===== src/rtl/shared_dmem_arbiter_pkg.sv =====
// Shared types and default sizes for the multi-core DMEM arbiter.
// The FSM encoding and the index-width helper live here so every block agrees on them.
package dmem_arb_pkg;

   localparam int DEF_NUM_CORES = 4;
   localparam int DEF_ADDR_W    = 32;
   localparam int DEF_DATA_W    = 32;

   typedef enum logic [1:0] {
      IDLE   = 2'd0,
      ACCESS = 2'd1,
      RESP   = 2'd2
   } arb_state_t;

   // Width of a core index; a single core still needs one bit to name it.
   function automatic int idx_w(input int n);
      return (n > 1) ? $clog2(n) : 1;
   endfunction

endpackage


===== src/rtl/shared_dmem_arbiter_rr_priority_picker.sv =====
// Round-robin picker: scans requests starting just after the last winner, wrapping,
// and reports the first requester found.
module rr_priority_picker
   import dmem_arb_pkg::*;
#(
   parameter int NUM_CORES = DEF_NUM_CORES,
   localparam int IDX_W    = idx_w(NUM_CORES)
) (
   input  logic [NUM_CORES-1:0] req,
   input  logic [IDX_W-1:0]     last_winner,
   output logic [IDX_W-1:0]     winner,
   output logic                 valid
);

   logic [IDX_W-1:0] cand;

   // Walk from farthest to nearest so the nearest requester is written last and wins.
   always_comb begin
      winner = '0;
      valid  = 1'b0;
      cand   = '0;
      for (int i = NUM_CORES; i >= 1; i--) begin
         cand = IDX_W'((int'(last_winner) + i) % NUM_CORES);
         if (req[cand]) begin
            winner = cand;
            valid  = 1'b1;
         end
      end
   end

endmodule


===== src/rtl/shared_dmem_arbiter.sv =====
// Arbitrates several cores onto one single-ported DMEM: IDLE picks a winner, ACCESS
// issues it for one cycle, RESP returns read data one cycle later.
module shared_dmem_arbiter
   import dmem_arb_pkg::*;
#(
   parameter int NUM_CORES = DEF_NUM_CORES,
   parameter int ADDR_W    = DEF_ADDR_W,
   parameter int DATA_W    = DEF_DATA_W
) (
   input  logic                        clk,
   input  logic                        reset,
   input  logic [NUM_CORES-1:0]        core_req,
   input  logic [NUM_CORES-1:0]        core_wr,
   input  logic [NUM_CORES*ADDR_W-1:0] core_addr,
   input  logic [NUM_CORES*DATA_W-1:0] core_wdata,
   output logic [NUM_CORES-1:0]        core_gnt,
   output logic [NUM_CORES-1:0]        core_rvalid,
   output logic [DATA_W-1:0]           core_rdata,
   output logic                        dmem_enable,
   output logic                        dmem_WR,
   output logic [ADDR_W-1:0]           write_address,
   output logic [DATA_W-1:0]           data,
   input  logic [DATA_W-1:0]           data_read,
   output logic                        busy
);

   localparam int IDX_W = idx_w(NUM_CORES);

   arb_state_t           state_q, state_d;
   logic [IDX_W-1:0]     last_q, last_d;
   logic [NUM_CORES-1:0] gnt_q, gnt_d;
   logic [NUM_CORES-1:0] rvalid_q, rvalid_d;
   logic                 en_q, en_d;
   logic                 wr_q, wr_d;
   logic [ADDR_W-1:0]    addr_q, addr_d;
   logic [DATA_W-1:0]    wdata_q, wdata_d;
   logic [DATA_W-1:0]    rdata_q, rdata_d;

   logic [IDX_W-1:0]     pick;
   logic                 pick_valid;

   rr_priority_picker #(.NUM_CORES(NUM_CORES)) u_picker (
      .req         (core_req),
      .last_winner (last_q),
      .winner      (pick),
      .valid       (pick_valid)
   );

   always_comb begin
      // NOTE: every _d gets a default before the case so no path leaves it unassigned (no latch).
      state_d  = state_q;
      last_d   = last_q;
      gnt_d    = '0;
      rvalid_d = '0;
      en_d     = 1'b0;
      wr_d     = 1'b0;
      addr_d   = addr_q;
      wdata_d  = wdata_q;
      rdata_d  = rdata_q;
      unique case (state_q)
         IDLE: begin
            if (pick_valid) begin
               state_d     = ACCESS;
               last_d      = pick;
               gnt_d[pick] = 1'b1;
               en_d        = 1'b1;
               wr_d        = core_wr[pick];
               addr_d      = core_addr[int'(pick)*ADDR_W +: ADDR_W];
               wdata_d     = core_wdata[int'(pick)*DATA_W +: DATA_W];
            end
         end
         ACCESS: begin
            if (wr_q) begin
               state_d = IDLE;
            end else begin
               state_d          = RESP;
               rvalid_d[last_q] = 1'b1;
            end
         end
         RESP: begin
            state_d = IDLE;
            rdata_d = data_read;
         end
         default: state_d = IDLE;
      endcase
   end

   always_ff @(posedge clk) begin
      // NOTE: state flops use non-blocking assignments so every flop samples pre-edge values.
      if (reset) begin
         state_q  <= IDLE;
         last_q   <= IDX_W'(NUM_CORES - 1);
         gnt_q    <= '0;
         rvalid_q <= '0;
         en_q     <= 1'b0;
         wr_q     <= 1'b0;
         addr_q   <= '0;
         wdata_q  <= '0;
         rdata_q  <= '0;
      end else begin
         state_q  <= state_d;
         last_q   <= last_d;
         gnt_q    <= gnt_d;
         rvalid_q <= rvalid_d;
         en_q     <= en_d;
         wr_q     <= wr_d;
         addr_q   <= addr_d;
         wdata_q  <= wdata_d;
         rdata_q  <= rdata_d;
      end
   end

   // Reset masks the strobes in its own cycle, so an aborted access never issues or returns.
   assign core_gnt      = reset ? '0 : gnt_q;
   assign core_rvalid   = reset ? '0 : rvalid_q;
   assign dmem_enable   = en_q & ~reset;
   assign dmem_WR       = wr_q & ~reset;
   assign write_address = addr_q;
   assign data          = wdata_q;
   assign core_rdata    = (state_q == RESP && !reset) ? data_read : rdata_q;
   assign busy          = (state_q != IDLE);

endmodule


===== config.mk =====
export PLATFORM = sky130hd
export DESIGN_NAME = shared_dmem_arbiter
export DESIGN_NICKNAME = d
export VERILOG_FILES = /design/src/rtl/shared_dmem_arbiter_pkg.sv /design/src/rtl/shared_dmem_arbiter_rr_priority_picker.sv /design/src/rtl/shared_dmem_arbiter.sv
export SDC_FILE = /design/constraint.sdc
export NUM_CORES = 1
export LEC_CHECK = 0
export ABC_CLOCK_PERIOD_IN_PS = 6400
export CAP_MARGIN = 5
export CORE_AREA = 2 2 156 158
export CTS_CLUSTER_SIZE = 10
export DETAILED_ROUTE_END_ITERATION = 10
export DIE_AREA = 0 0 158 160
export GPL_TIMING_DRIVEN = 0
export SLEW_MARGIN = 20
export SYNTH_ARGS = -nofsm -noshare
export SYNTH_HDL_FRONTEND = slang
export SYNTH_SLANG_ARGS = --single-unit

===== constraint.sdc =====
create_clock -name clk -period 6.4 [get_ports clk]
set_input_delay 1.6 -clock clk [delete_from_list [all_inputs] [get_ports clk]]
set_output_delay 1.6 -clock clk [all_outputs]
set_load 0.005 [all_outputs]

==> flow_summary.ini, run 1 <==
[clock_tree]
cts_made_buffers = 9
cts-root-buf = clkbuf_16
clock-sinks = 110
ctsHoldBuffers = 0
htree_levels = 3
cts_setup_buffers = 0
post_cts_resize_count = 0
clock_path_buffers = 2
clk_latency_ns = 0.35
clkSlewWorstSetupHoldPaths_ns = 0.08
cts_tree = yes

[worst_setup_path]
cp_top_family = buffers and inverters
startpoint_type = input port
critical_path_required_ns = 4.80
critPathKind = input port to primary output
cp-end-kind = primary output
path_common_cell = clkbuf_1
cp.arrival_ns = 4.05
crit_fanout = 10
r2r_setup_slack_ns = 2.52
max_stage_delay_ns = 0.53
cp_slowest_cell = clkbuf_1
crit_chain = clkbuf_1 > nor3b_1 > clkbuf_1 > clkbuf_1 > mux2_2 > clkdlybuf4s50_1
cp_num_buf_inv = 4

[synth]
yosysSeqAreaShare = 0.369
synth-edff-count = 0
syn_nets = 857
yosys_warnings = 0
netlist-cell-type-count = 36
netlist_area_sq_um = 5960
synth.area.top_cells = dfxtp_1 37%, mux2i_1 23%, o221ai_1 9.0%
synth_top_area_share = 0.369
yosys.area.top_type = dfxtp_1
synthArstFlopShare = 0
avgSynthCellArea_sq_um = 10.7
syn_inst = 555
synth_flop_cell = dfxtp_1
ys_ff_latch = 110

[final_layout]
final_cells = 1295
final_common_cell = clkdlybuf4s50_1
layout_common_cells = 400 x clkdlybuf4s50_1, 137 x mux2i_1, 110 x dfxtp_1, 61 x nand3b_1, 61 x o221ai_1
drive_above_1_share = 0.0731
syn_to_final_growth_pct = 79.2
nets = 1268
fin_area_sq_um = 10700
fin_util = 0.449
fillers = 2380
diodes = 0

[sta]
slew_viol_final = 0
min_period_ns = 5.65
fin_skew_ns = 0.0134
finalSetupTns_ns = 0
slew_headroom = 0.454
holdWs_ns = 0.473
rsz0062_at_grt = no
finalHoldViolCount = 0
finalSetupViolCount = 0
fin_ws_ns = 0.753
fin_crit_sh = 0.882
worst_pin_slew_ns = 0.810
fmax_ghz = 0.177

[floorplanning]
fp.dieW_microns = 158
fp-row-count = 57
die_y_microns = 160
core-area_sq_um = 23800
dieArea_sq_um = 25300
initial_utilization = 0.250
pin_count = 405

[placement]
pre_cts_ws_ns = 0.689
dpl_cell_area_sq_um = 10400
port_buffers = 400
place_inst = 1279
routabilityCongestion = 0.805
place_hpwl_microns = 20000

[run_status]
outcome = complete, no violations

[detailed_routing]
routed_wl_microns = 25200
final_antenna_net_count = 0
drtPass1Iterations = 4
drc = 0
viasPerCell = 4.63
wl_per_cell_microns = 19.5
initialDrtViolationCount = 215
vias = 5990

[global_route]
grt_pass1_wl_microns = 36700
antenna_found_initial = 0
grt_max_degree = 21
track_usage = 0.191
grt_overflow_total = 0
grt_pass1_vias = 6208

[pwr]
power_mw = 2.83
powerDensity_nw_per_um2 = 264
power_leakage_nw = 4.39
ir_drop_mv = 0.148

[hold_path]
hold_class = register to register

[run]
cap_violations = 0
cell type report:
class | count | area [sq um] | area share
sequential | 110 | 2200 | 0.206
tap | 324 | 405 | 0.0379
buffer | 57 | 292 | 0.0273
clock buffer | 9 | 225 | 0.0211
inverter | 4 | 15.0 | 0.00141
multi-input combinational | 384 | 3450 | 0.323
clock inverter | 7 | 87.6 | 0.00820
timing repair buffer | 400 | 4000 | 0.375
final timing paths:
kind / start / endpoint / cells past startpoint
setup reg to reg: last_q[0]$_SDFFE_PP1P_ / write_address[2]$_SDFFE_PP0P_ / 11
hold reg to reg: rdata_q[25]$_SDFFE_PP0N_ / rdata_q[25]$_SDFFE_PP0N_ / 1
setup / recovery: reset / core_rdata[4] / 6
hold / removal: rdata_q[25]$_SDFFE_PP0N_ / rdata_q[25]$_SDFFE_PP0N_ / 1
where the power goes:
group          switching (mW)  total [mW]  internal, mW
Combinational           0.576        1.32         0.739
Sequential             0.0781       0.907         0.829
Clock                   0.289       0.603         0.314
Total                   0.943        2.83          1.88
registers in the layout (all words and copies together), names as in the netlist:
name / flops
wr_q: 1
rvalid_q: 4
state_q: 2
gnt_q: 4
data: 32
last_q: 2
write_address: 32
rdata_q: 32
en_q: 1
cell families (layout without fill, tap and decap cells):
kind of cell               count (synthesis)  after routing  share of synthesized area
AOI/OAI and AO/OA                        109            109                      0.160
adders and majority gates                  4              4                    0.00839
buffers and inverters                     61            477                     0.0514
DFF                                      110            110                      0.369
muxes                                    173            173                      0.300
and+or+nand+nor                           98             98                      0.111
metal layers:
| layer | vias to the layer above | global-route usage | share of wire |
|---|---|---|---|
| met2 | 221 | 0.333 | 0.49 |
| met4 | 0 | 0.0455 | 0.012 |
| met5 | - | 0 | 0 |
| li1 | 2974 | - | - |
| met3 | 15 | 0.0488 | 0.075 |
| met1 | 2780 | 0.235 | 0.42 |
synthesized netlist by cell type (2+ instances only):
library cell and n:
and2_1 4, mux2_2 34, nand3b_1 61, ha_1 4
nand2_1 2, nor2_1 10, clkbuf_1 42, dfxtp_1 110
o21ai_0 3, buf_6 9, mux2i_1 137, buf_2 5
a22o_1 35, o221ai_1 61, nor3_1 2, inv_1 4
nor2b_1 12, a211o_1 2
Note: power is estimated with default switching activity, not from simulation.
==> run 2, diff against run 1 <==
--- a/config.mk
+++ b/config.mk
@@ -7,11 +7,12 @@
 export LEC_CHECK = 0
 export ABC_CLOCK_PERIOD_IN_PS = 6400
 export CAP_MARGIN = 5
-export CORE_AREA = 2 2 156 158
+export CORE_AREA = 10 10 151 153
 export CTS_CLUSTER_SIZE = 10
 export DETAILED_ROUTE_END_ITERATION = 10
-export DIE_AREA = 0 0 158 160
+export DIE_AREA = 0 0 161 163
 export GPL_TIMING_DRIVEN = 0
+export PLACE_DENSITY = 0.7
 export SLEW_MARGIN = 20
 export SYNTH_ARGS = -nofsm -noshare
 export SYNTH_HDL_FRONTEND = slang
==> run 2 against run 1 <==
Clock skew shrank 0.0023 ns; worst setup slack improved by 0.14 ns; cell count decreased by 4.1%; flip-flop and latch count unchanged; core utilization grew 8.6 points; combinational power about the same; sequential power about the same; die area grew 3.8%; via count up 2.4%; non-clock buffer count unchanged; global-route usage up 1.4 points; sequential share of layout area is 0.092 points higher; highest routed layer unchanged.
==> flow_summary.ini, run 2 (synthesis gave the netlist of run 1 again) <==
[run_status]
outcome = complete, no violations

[final_layout]
final_cells = 1242
ff_latch_area_sq_um = 2200
syn_to_final_growth_pct = 78.4
nets = 1268
fillers = 1837
multi_input_area_sq_um = 3450
final_common_cell = clkdlybuf4s50_1
fin_util = 0.534
drive_above_1_share = 0.0731
fin_area_sq_um = 10600
layout_common_cells = 400 x clkdlybuf4s50_1, 137 x mux2i_1, 110 x dfxtp_1, 61 x nand3b_1, 61 x o221ai_1

[detailed_routing]
vias = 6133
initialDrtViolationCount = 283
drtPass1Iterations = 5
viasPerCell = 4.94
drc = 0
routed_wl_microns = 28300
wl_per_cell_microns = 22.8
final_antenna_net_count = 0

[floorplanning]
die_y_microns = 163
dieArea_sq_um = 26200
fp-row-count = 52
fp.dieW_microns = 161
pin_count = 405
initial_utilization = 0.299
core-area_sq_um = 19900

[sta]
fin_ws_ns = 0.897
slew_viol_final = 0
finalSetupViolCount = 0
holdWs_ns = 0.474
min_period_ns = 5.50
rsz0062_at_grt = no
finalHoldViolCount = 0
finalSetupTns_ns = 0
slew_headroom = 0.564
worst_pin_slew_ns = 0.653
fmax_ghz = 0.182
fin_crit_sh = 0.860
fin_skew_ns = 0.0111

[worst_setup_path]
crit_fanout = 10
cp-end-kind = primary output
cp.arrival_ns = 3.90
startpoint_type = input port
critical_path_required_ns = 4.80
critPathKind = input port to primary output

[global_route]
grt_overflow_total = 0
grt_max_degree = 20
antenna_found_initial = 1
track_usage = 0.205
grt_pass1_wl_microns = 41200
grt_pass1_vias = 6418

[clock_tree]
cts-root-buf = clkbuf_16
htree_levels = 3
clkSlewWorstSetupHoldPaths_ns = 0.08
ctsHoldBuffers = 0
cts_made_buffers = 9
post_cts_resize_count = 0
clock_path_buffers = 2
cts_tree = yes
cts_setup_buffers = 0
clock-sinks = 110
clk_latency_ns = 0.36

[pwr]
clockPowerShare = 0.223
power_mw = 2.88
power.internal_mw = 1.92
p_seq_frac = 0.315
switchingPower_mw = 0.958
power_leakage_nw = 4.40
ir_drop_mv = 0.143
powerDensity_nw_per_um2 = 271
switching_share = 0.333
p_comb_frac = 0.462

[placement]
place_hpwl_microns = 23000
routabilityCongestion = 0.839
pre_cts_ws_ns = 0.903
dpl_cell_area_sq_um = 10300
port_buffers = 400
place_inst = 1225

[run]
cap_violations = 0

[hold_path]
hold_class = register to register
-- run 2: area by class of cell --
cell class              instances  area share
repair buffers                400       0.376
multi-input cells             384       0.325
diodes                          1    0.000235
inverters                       4     0.00141
flip-flops and latches        110       0.207
plain buffers                  57      0.0274
clock buffers                   9      0.0212
clock inverters                 7     0.00988
well taps                     270      0.0318
-- run 2: critical path, stage by stage --
cell and delay [ns]:
clkbuf_1 0.16, nor3b_1 0.27, clkbuf_1 0.45, clkbuf_1 0.52, mux2_2 0.40, clkdlybuf4s50_1 0.50
-- run 2: path summary, 6_finish.rpt --
kind / from / end / slack (ns) / cells past startpoint
worst max-delay path: reset / core_rdata[4] / 0.90 / 6
worst min register to register: rdata_q[5]$_SDFFE_PP0N_ / rdata_q[5]$_SDFFE_PP0N_ / 0.47 / 1
worst min-delay path: rdata_q[5]$_SDFFE_PP0N_ / rdata_q[5]$_SDFFE_PP0N_ / 0.47 / 1
worst max register to register: last_q[0]$_SDFFE_PP1P_ / write_address[15]$_SDFFE_PP0P_ / 2.49 / 11
-- run 2: routing by layer --
metal,part of all wire,vias up,GRT usage
li1,-,2983,-
met4,0.011,0,0.0542
met5,0,-,0
met2,0.51,238,0.355
met1,0.42,2894,0.242
met3,0.066,18,0.0604
-- run 2: power by group through the flow --
stage	registers [mW]	logic (mW)	clock network (mW)
2_1_floorplan	0.922	0.641	0
3_3_place_gp	0.913	1.34	0
3_5_place_dp	0.916	1.35	0
4_1_cts	0.904	1.35	0.652
5_1_grt	0.923	1.43	0.678
6_report	0.906	1.33	0.642
